--- config.mk ---
export PLATFORM = sky130hd
export DESIGN_NAME = wb_arbiter_2m
export DESIGN_NICKNAME = d
export VERILOG_FILES = /design/src/rtl/wb_arbiter_2m.sv
export SDC_FILE = /design/constraint.sdc
export NUM_CORES = 1
export LEC_CHECK = 0
export ABC_AREA = 1
export CORE_AREA = 2 2 101 103
export CTS_CLUSTER_SIZE = 24
export DETAILED_ROUTE_END_ITERATION = 8
export DIE_AREA = 0 0 103 105
export PLACE_DENSITY = 0.72
export SLEW_MARGIN = 20
export SYNTH_ARGS = -nofsm -noshare
export SYNTH_HDL_FRONTEND = slang
export SYNTH_SLANG_ARGS = --single-unit
--- constraint.sdc ---
create_clock -name clk -period 3 [get_ports clk]
set_input_delay 0.75 -clock clk [delete_from_list [all_inputs] [get_ports clk]]
set_output_delay 0.75 -clock clk [all_outputs]
set_load 0.005 [all_outputs]
--- src/rtl/wb_arbiter_2m.sv ---
// Two-master / one-slave Wishbone classic arbiter with round-robin grant and
// an ack watchdog that aborts stalled transfers and reports an error to the owner.
module wb_arbiter_2m #(
    parameter int DATA_WIDTH = 32,
    parameter int ADDR_WIDTH = 16,
    parameter int TIMEOUT    = 1024,
    parameter int TMR_WIDTH  = 11
) (
    input  logic                  clk,
    input  logic                  rst_n,
    input  logic                  m0_cyc_i,
    input  logic                  m0_stb_i,
    input  logic                  m0_we_i,
    input  logic [ADDR_WIDTH-1:0] m0_adr_i,
    input  logic [DATA_WIDTH-1:0] m0_dat_i,
    output logic [DATA_WIDTH-1:0] m0_dat_o,
    output logic                  m0_ack_o,
    output logic                  m0_err_o,
    input  logic                  m1_cyc_i,
    input  logic                  m1_stb_i,
    input  logic                  m1_we_i,
    input  logic [ADDR_WIDTH-1:0] m1_adr_i,
    input  logic [DATA_WIDTH-1:0] m1_dat_i,
    output logic [DATA_WIDTH-1:0] m1_dat_o,
    output logic                  m1_ack_o,
    output logic                  m1_err_o,
    output logic                  s_cyc_o,
    output logic                  s_stb_o,
    output logic                  s_we_o,
    output logic [ADDR_WIDTH-1:0] s_adr_o,
    output logic [DATA_WIDTH-1:0] s_dat_o,
    input  logic [DATA_WIDTH-1:0] s_dat_i,
    input  logic                  s_ack_i,
    output logic [1:0]            gnt_o,
    output logic                  timeout_o
);

    typedef enum logic [1:0] {
        ST_IDLE  = 2'd0,
        ST_GNT0  = 2'd1,
        ST_GNT1  = 2'd2,
        ST_ABORT = 2'd3
    } state_t;

    localparam bit                   WD_EN    = (TIMEOUT != 0);
    localparam logic [TMR_WIDTH-1:0] TMR_LAST = TMR_WIDTH'(TIMEOUT - 1);
    localparam logic [TMR_WIDTH-1:0] TMR_MAX  = {TMR_WIDTH{1'b1}};

    state_t                 state_r;
    state_t                 state_nxt_s;
    logic                   last_gnt_r;
    logic [1:0]             gnt_r;
    logic [TMR_WIDTH-1:0]   timer_r;
    logic                   expire_s;
    logic                   abort_cyc_s;

    function automatic logic [TMR_WIDTH-1:0] sat_inc(input logic [TMR_WIDTH-1:0] v);
        if (v == TMR_MAX) begin
            sat_inc = v;
        end else begin
            sat_inc = v + {{(TMR_WIDTH-1){1'b0}}, 1'b1};
        end
    endfunction

    // Route the owning master onto the slave bus and the slave response back to it.
    always_comb begin
        s_cyc_o  = 1'b0;
        s_stb_o  = 1'b0;
        s_we_o   = 1'b0;
        s_adr_o  = {ADDR_WIDTH{1'b0}};
        s_dat_o  = {DATA_WIDTH{1'b0}};
        m0_ack_o = 1'b0;
        m0_dat_o = {DATA_WIDTH{1'b0}};
        m1_ack_o = 1'b0;
        m1_dat_o = {DATA_WIDTH{1'b0}};
        case (state_r)
            ST_GNT0: begin
                s_cyc_o  = m0_cyc_i;
                s_stb_o  = m0_stb_i;
                s_we_o   = m0_we_i;
                s_adr_o  = m0_adr_i;
                s_dat_o  = m0_dat_i;
                m0_ack_o = s_ack_i;
                m0_dat_o = s_dat_i;
            end
            ST_GNT1: begin
                s_cyc_o  = m1_cyc_i;
                s_stb_o  = m1_stb_i;
                s_we_o   = m1_we_i;
                s_adr_o  = m1_adr_i;
                s_dat_o  = m1_dat_i;
                m1_ack_o = s_ack_i;
                m1_dat_o = s_dat_i;
            end
            default: begin
                s_cyc_o = 1'b0;
            end
        endcase
    end

    // An ack in the expiry cycle takes precedence over the abort.
    assign expire_s    = WD_EN && s_stb_o && !s_ack_i && (timer_r == TMR_LAST);
    assign m0_err_o    = expire_s && (state_r == ST_GNT0);
    assign m1_err_o    = expire_s && (state_r == ST_GNT1);
    assign timeout_o   = expire_s;
    assign abort_cyc_s = last_gnt_r ? m1_cyc_i : m0_cyc_i;
    assign gnt_o       = gnt_r;

    // Next-state arbitration: round-robin on ties, direct handover when the owner leaves.
    always_comb begin
        state_nxt_s = state_r;
        case (state_r)
            ST_IDLE: begin
                if (m0_cyc_i && m1_cyc_i) begin
                    state_nxt_s = last_gnt_r ? ST_GNT0 : ST_GNT1;
                end else if (m0_cyc_i) begin
                    state_nxt_s = ST_GNT0;
                end else if (m1_cyc_i) begin
                    state_nxt_s = ST_GNT1;
                end else begin
                    state_nxt_s = ST_IDLE;
                end
            end
            ST_GNT0: begin
                if (expire_s) begin
                    state_nxt_s = ST_ABORT;
                end else if (!m0_cyc_i) begin
                    state_nxt_s = m1_cyc_i ? ST_GNT1 : ST_IDLE;
                end else begin
                    state_nxt_s = ST_GNT0;
                end
            end
            ST_GNT1: begin
                if (expire_s) begin
                    state_nxt_s = ST_ABORT;
                end else if (!m1_cyc_i) begin
                    state_nxt_s = m0_cyc_i ? ST_GNT0 : ST_IDLE;
                end else begin
                    state_nxt_s = ST_GNT1;
                end
            end
            ST_ABORT: begin
                if (!abort_cyc_s) begin
                    state_nxt_s = ST_IDLE;
                end else begin
                    state_nxt_s = ST_ABORT;
                end
            end
            default: begin
                state_nxt_s = ST_IDLE;
            end
        endcase
    end

    // State, grant vector and last-owner registers; last_gnt_r also names the aborted master.
    always_ff @(posedge clk or negedge rst_n) begin
        if (!rst_n) begin
            state_r    <= ST_IDLE;
            gnt_r      <= 2'b00;
            last_gnt_r <= 1'b1;
        end else begin
            state_r <= state_nxt_s;
            gnt_r   <= {state_nxt_s == ST_GNT1, state_nxt_s == ST_GNT0};
            if (state_nxt_s == ST_GNT0) begin
                last_gnt_r <= 1'b0;
            end else if (state_nxt_s == ST_GNT1) begin
                last_gnt_r <= 1'b1;
            end
        end
    end

    // Watchdog: counts unacknowledged strobe cycles within one grant, saturating.
    always_ff @(posedge clk or negedge rst_n) begin
        if (!rst_n) begin
            timer_r <= {TMR_WIDTH{1'b0}};
        end else if (!WD_EN || (state_nxt_s != state_r) || !s_stb_o || s_ack_i) begin
            timer_r <= {TMR_WIDTH{1'b0}};
        end else begin
            timer_r <= sat_inc(timer_r);
        end
    end

endmodule
==> metrics.md <==
| Metric | Value |
|---|---|
| Outcome | complete, no violations |
| Die Area | 10820 um^2 |
| Hold Vio Cnt, Final | 0 |
| Total chip power | 3.819 mW |
| GPL Wtd Cong | 0.8890 |
| Mapped Cells | 441 |
| Detail Route Antenna Nets | 0 |
| Mapped cell area | 2315 um^2 |
| Final wirelength | 13430 um |
| Distinct cell type count after synthesis | 27 |
| Worst VDD drop | 0.0003772 V |
| First-pass GRT wire length | 19180 um |
| Synthesized area per cell | 5.249 um^2 |
| Root Buffer | clkbuf_8 |
| Class of the worst hold path | reg2reg |
| Die X | 103 um |
| Area delta synth->final | 129.0% |
| Overall Global Routing Usage | 23.17% |
| Syn nets | 585 |
| Number of inserted diodes | 0 |
| Clock slew at reported path FFs | 0.06 ns |
| RSZ-0062 raised after global routing | no |
| YS warnings | 0 |
| CP required | 2.25 ns |
| Max Cap Violations | 0 |
| DR vias | 3597 |
| Detailed Place HPWL | 11230 um |
| Slew @ Worst Pin | 0.6774 ns |
| Part of the cycle the worst path needs | 96.88% |
| Clock Latency Late Sink | 0.25 ns |
| Area contributors post-synth | nand2_1 (30%), dfrtp_1 (16%), inv_1 (14%), a21oi_1 (11%), nor3_2 (4.3%) |
| Reg2Reg Depth | 14 |
| Slew Limit Fails | 0 |
| Drt first-iter violations | 143 |
| Seq/Total Area, Yosys | 17.35% |
| CP Capture Type | primary output |
| Crit path time final | 2.906 ns |
| Leak | 2.616 nW |
| Initial Utilization | 24.01% |
| DR WL/cell | 16.11 um |
| Vias in the first global route | 3453 |
| Vias per std cell | 4.313 |
| Std-Cell Rows | 36 |
| Fillers | 951 |
| Crit path max fanout | 55 |
| Flops & latches, synth | 16 |
| Share of cells above drive strength 1 | 9.272% |
| Htree depth | 1 |
| Multi-input gate area | 1503 um^2 |
| FF/Latch Area | 404.1 um^2 |
| Total placed cells including tap cells | 827 |
| Die height | 105 um |
| Num ports | 259 |
| Antenna violations before repair | 0 |
| Slew HR | 54.70% |
| CP startpoint kind | flop |
| Data arrival, critical path | 2.16 ns |
| CTS tree | yes |
| Highest Clock Rate | 344.1 MHz |
| Core area | 9639 um^2 |
| Dominant cell type by area after synthesis | nand2_1 |
| Cts hold-fix bufs | 0 |
| Router iterations before antenna repair | 7 |
| DRC errors left | 0 |
| Post-synth top area share | 30.49% |
| Nets | 846 |
| CTS buffer count | 3 |
| Clock sink total | 16 |
| Non-Filler Instances | 834 |
| Total global routing overflow | 0 |
| Skew final | 0.002776 ns |
| Min-Delay Path Depth | 2 |
| PortBufs | 258 |
| Count of final setup violators | 0 |
| Crit Path Category | reg2out |
| Clk buf depth | 2 |
| Fin util | 54.98% |
| Pin count of the biggest net entering global routing | 56 |
| Power Density | 720.6 nW/um^2 |
where the power goes:
part | internal, mW | switching [mW]
logic | 1.69 | 1.65
clock network | 0.117 | 0.0764
registers | 0.261 | 0.0326
path summary, 6_finish.rpt:
path | start | to | slack (ns)
max reg2reg | state_r[0] | timer_r[5] | 0.65
max in group asynchronous | rst_n | state_r[1] | 1.62
max | state_r[1] | s_dat_o[19] | 0.09
min | last_gnt_r | last_gnt_r | 0.48
min reg2reg | last_gnt_r | last_gnt_r | 0.48
min in group asynchronous | rst_n | timer_r[5] | 0.91
registers in the layout, summed over array words and instances, names as in the netlist:
signal      cells
gnt_o           2
timer_r        11
last_gnt_r      1
state_r         2
final cells by class:
type	count	area share [%]
timing repair buffer	282	53.35
multi-input combinational	308	28.35
inverter	91	6.492
clock buffer	4	1.039
sequential	16	7.625
tap	133	3.140
cell families after synthesis:
| kind of cell | Yosys count | synth area share (%) |
|---|---|---|
| buffers and inverters | 117 | 19.78 |
| xor gates and xnor gates | 3 | 1.135 |
| DFF | 16 | 17.35 |
| AOI/OAI and AO/OA | 63 | 13.95 |
| adders and majority gates | 7 | 3.784 |
| and+or+nand+nor | 234 | 43.57 |
| muxes | 1 | 0.4324 |
cells in the mapped netlist, drive strengths merged:
cell type and n:
nand2 194, inv 91, a21oi 52, clkbuf 23, dfrtp 15, nor2 14, nand3 12, nor3 12
o21ai 9, ha 7, buf 3, nand4 2, xnor2 2, dfstp 1, mux2i 1, o21bai 1
o22ai 1, xor2 1
metrics by stage:
step           cell area [um^2]  setup TNS, ns  hold slack, ns  setup WS, ns
2_1_floorplan              2315              0          0.4544        0.7452
3_3_place_gp               5135       -0.05854          0.4660      -0.03492
3_5_place_dp               5135       -0.08367          0.4739      -0.04217
4_1_cts                    5231              0          0.4829       0.01972
5_1_grt                    5300              0          0.4974       0.01568
6_report                   5300              0          0.4803       0.09370
repair_timing:
item                       in CTS  in global routing
setup endpoints to repair      29                 18
setup buffers                   0                  2
gates resized for setup        12                 10
gates cloned                    0                  1
cells in the final DEF, fill, tap and decap left out, types with 4 or more instances in the layout:
master             n
nor2_1            10
ha_1               4
o21ai_0            7
inv_1             87
clkdlybuf4s50_1  249
dlymetal6s2s_1     6
nand3_1            9
a21oi_1           49
buf_4             20
nand2_2            7
nor3_2            10
clkbuf_8           4
dfrtp_1           13
nand2_1          187
routing by layer:
layer	vias to the layer above	GRT usage [%]	part of all wire, %
met5	-	0	0
met4	0	2.162	0.75
met3	8	5.552	7.7
met2	148	44.71	54
met1	1611	25.92	37
li1	1830	-	-
worst max-delay path: stages (launching register included):
cell	delay, ns
dfrtp_2	0.45
inv_2	0.12
ha_4	0.20
buf_16	0.22
nand2_1	0.08
a21oi_1	0.21
clkdlybuf4s50_1	0.60
(Power assumes the default switching activity.)
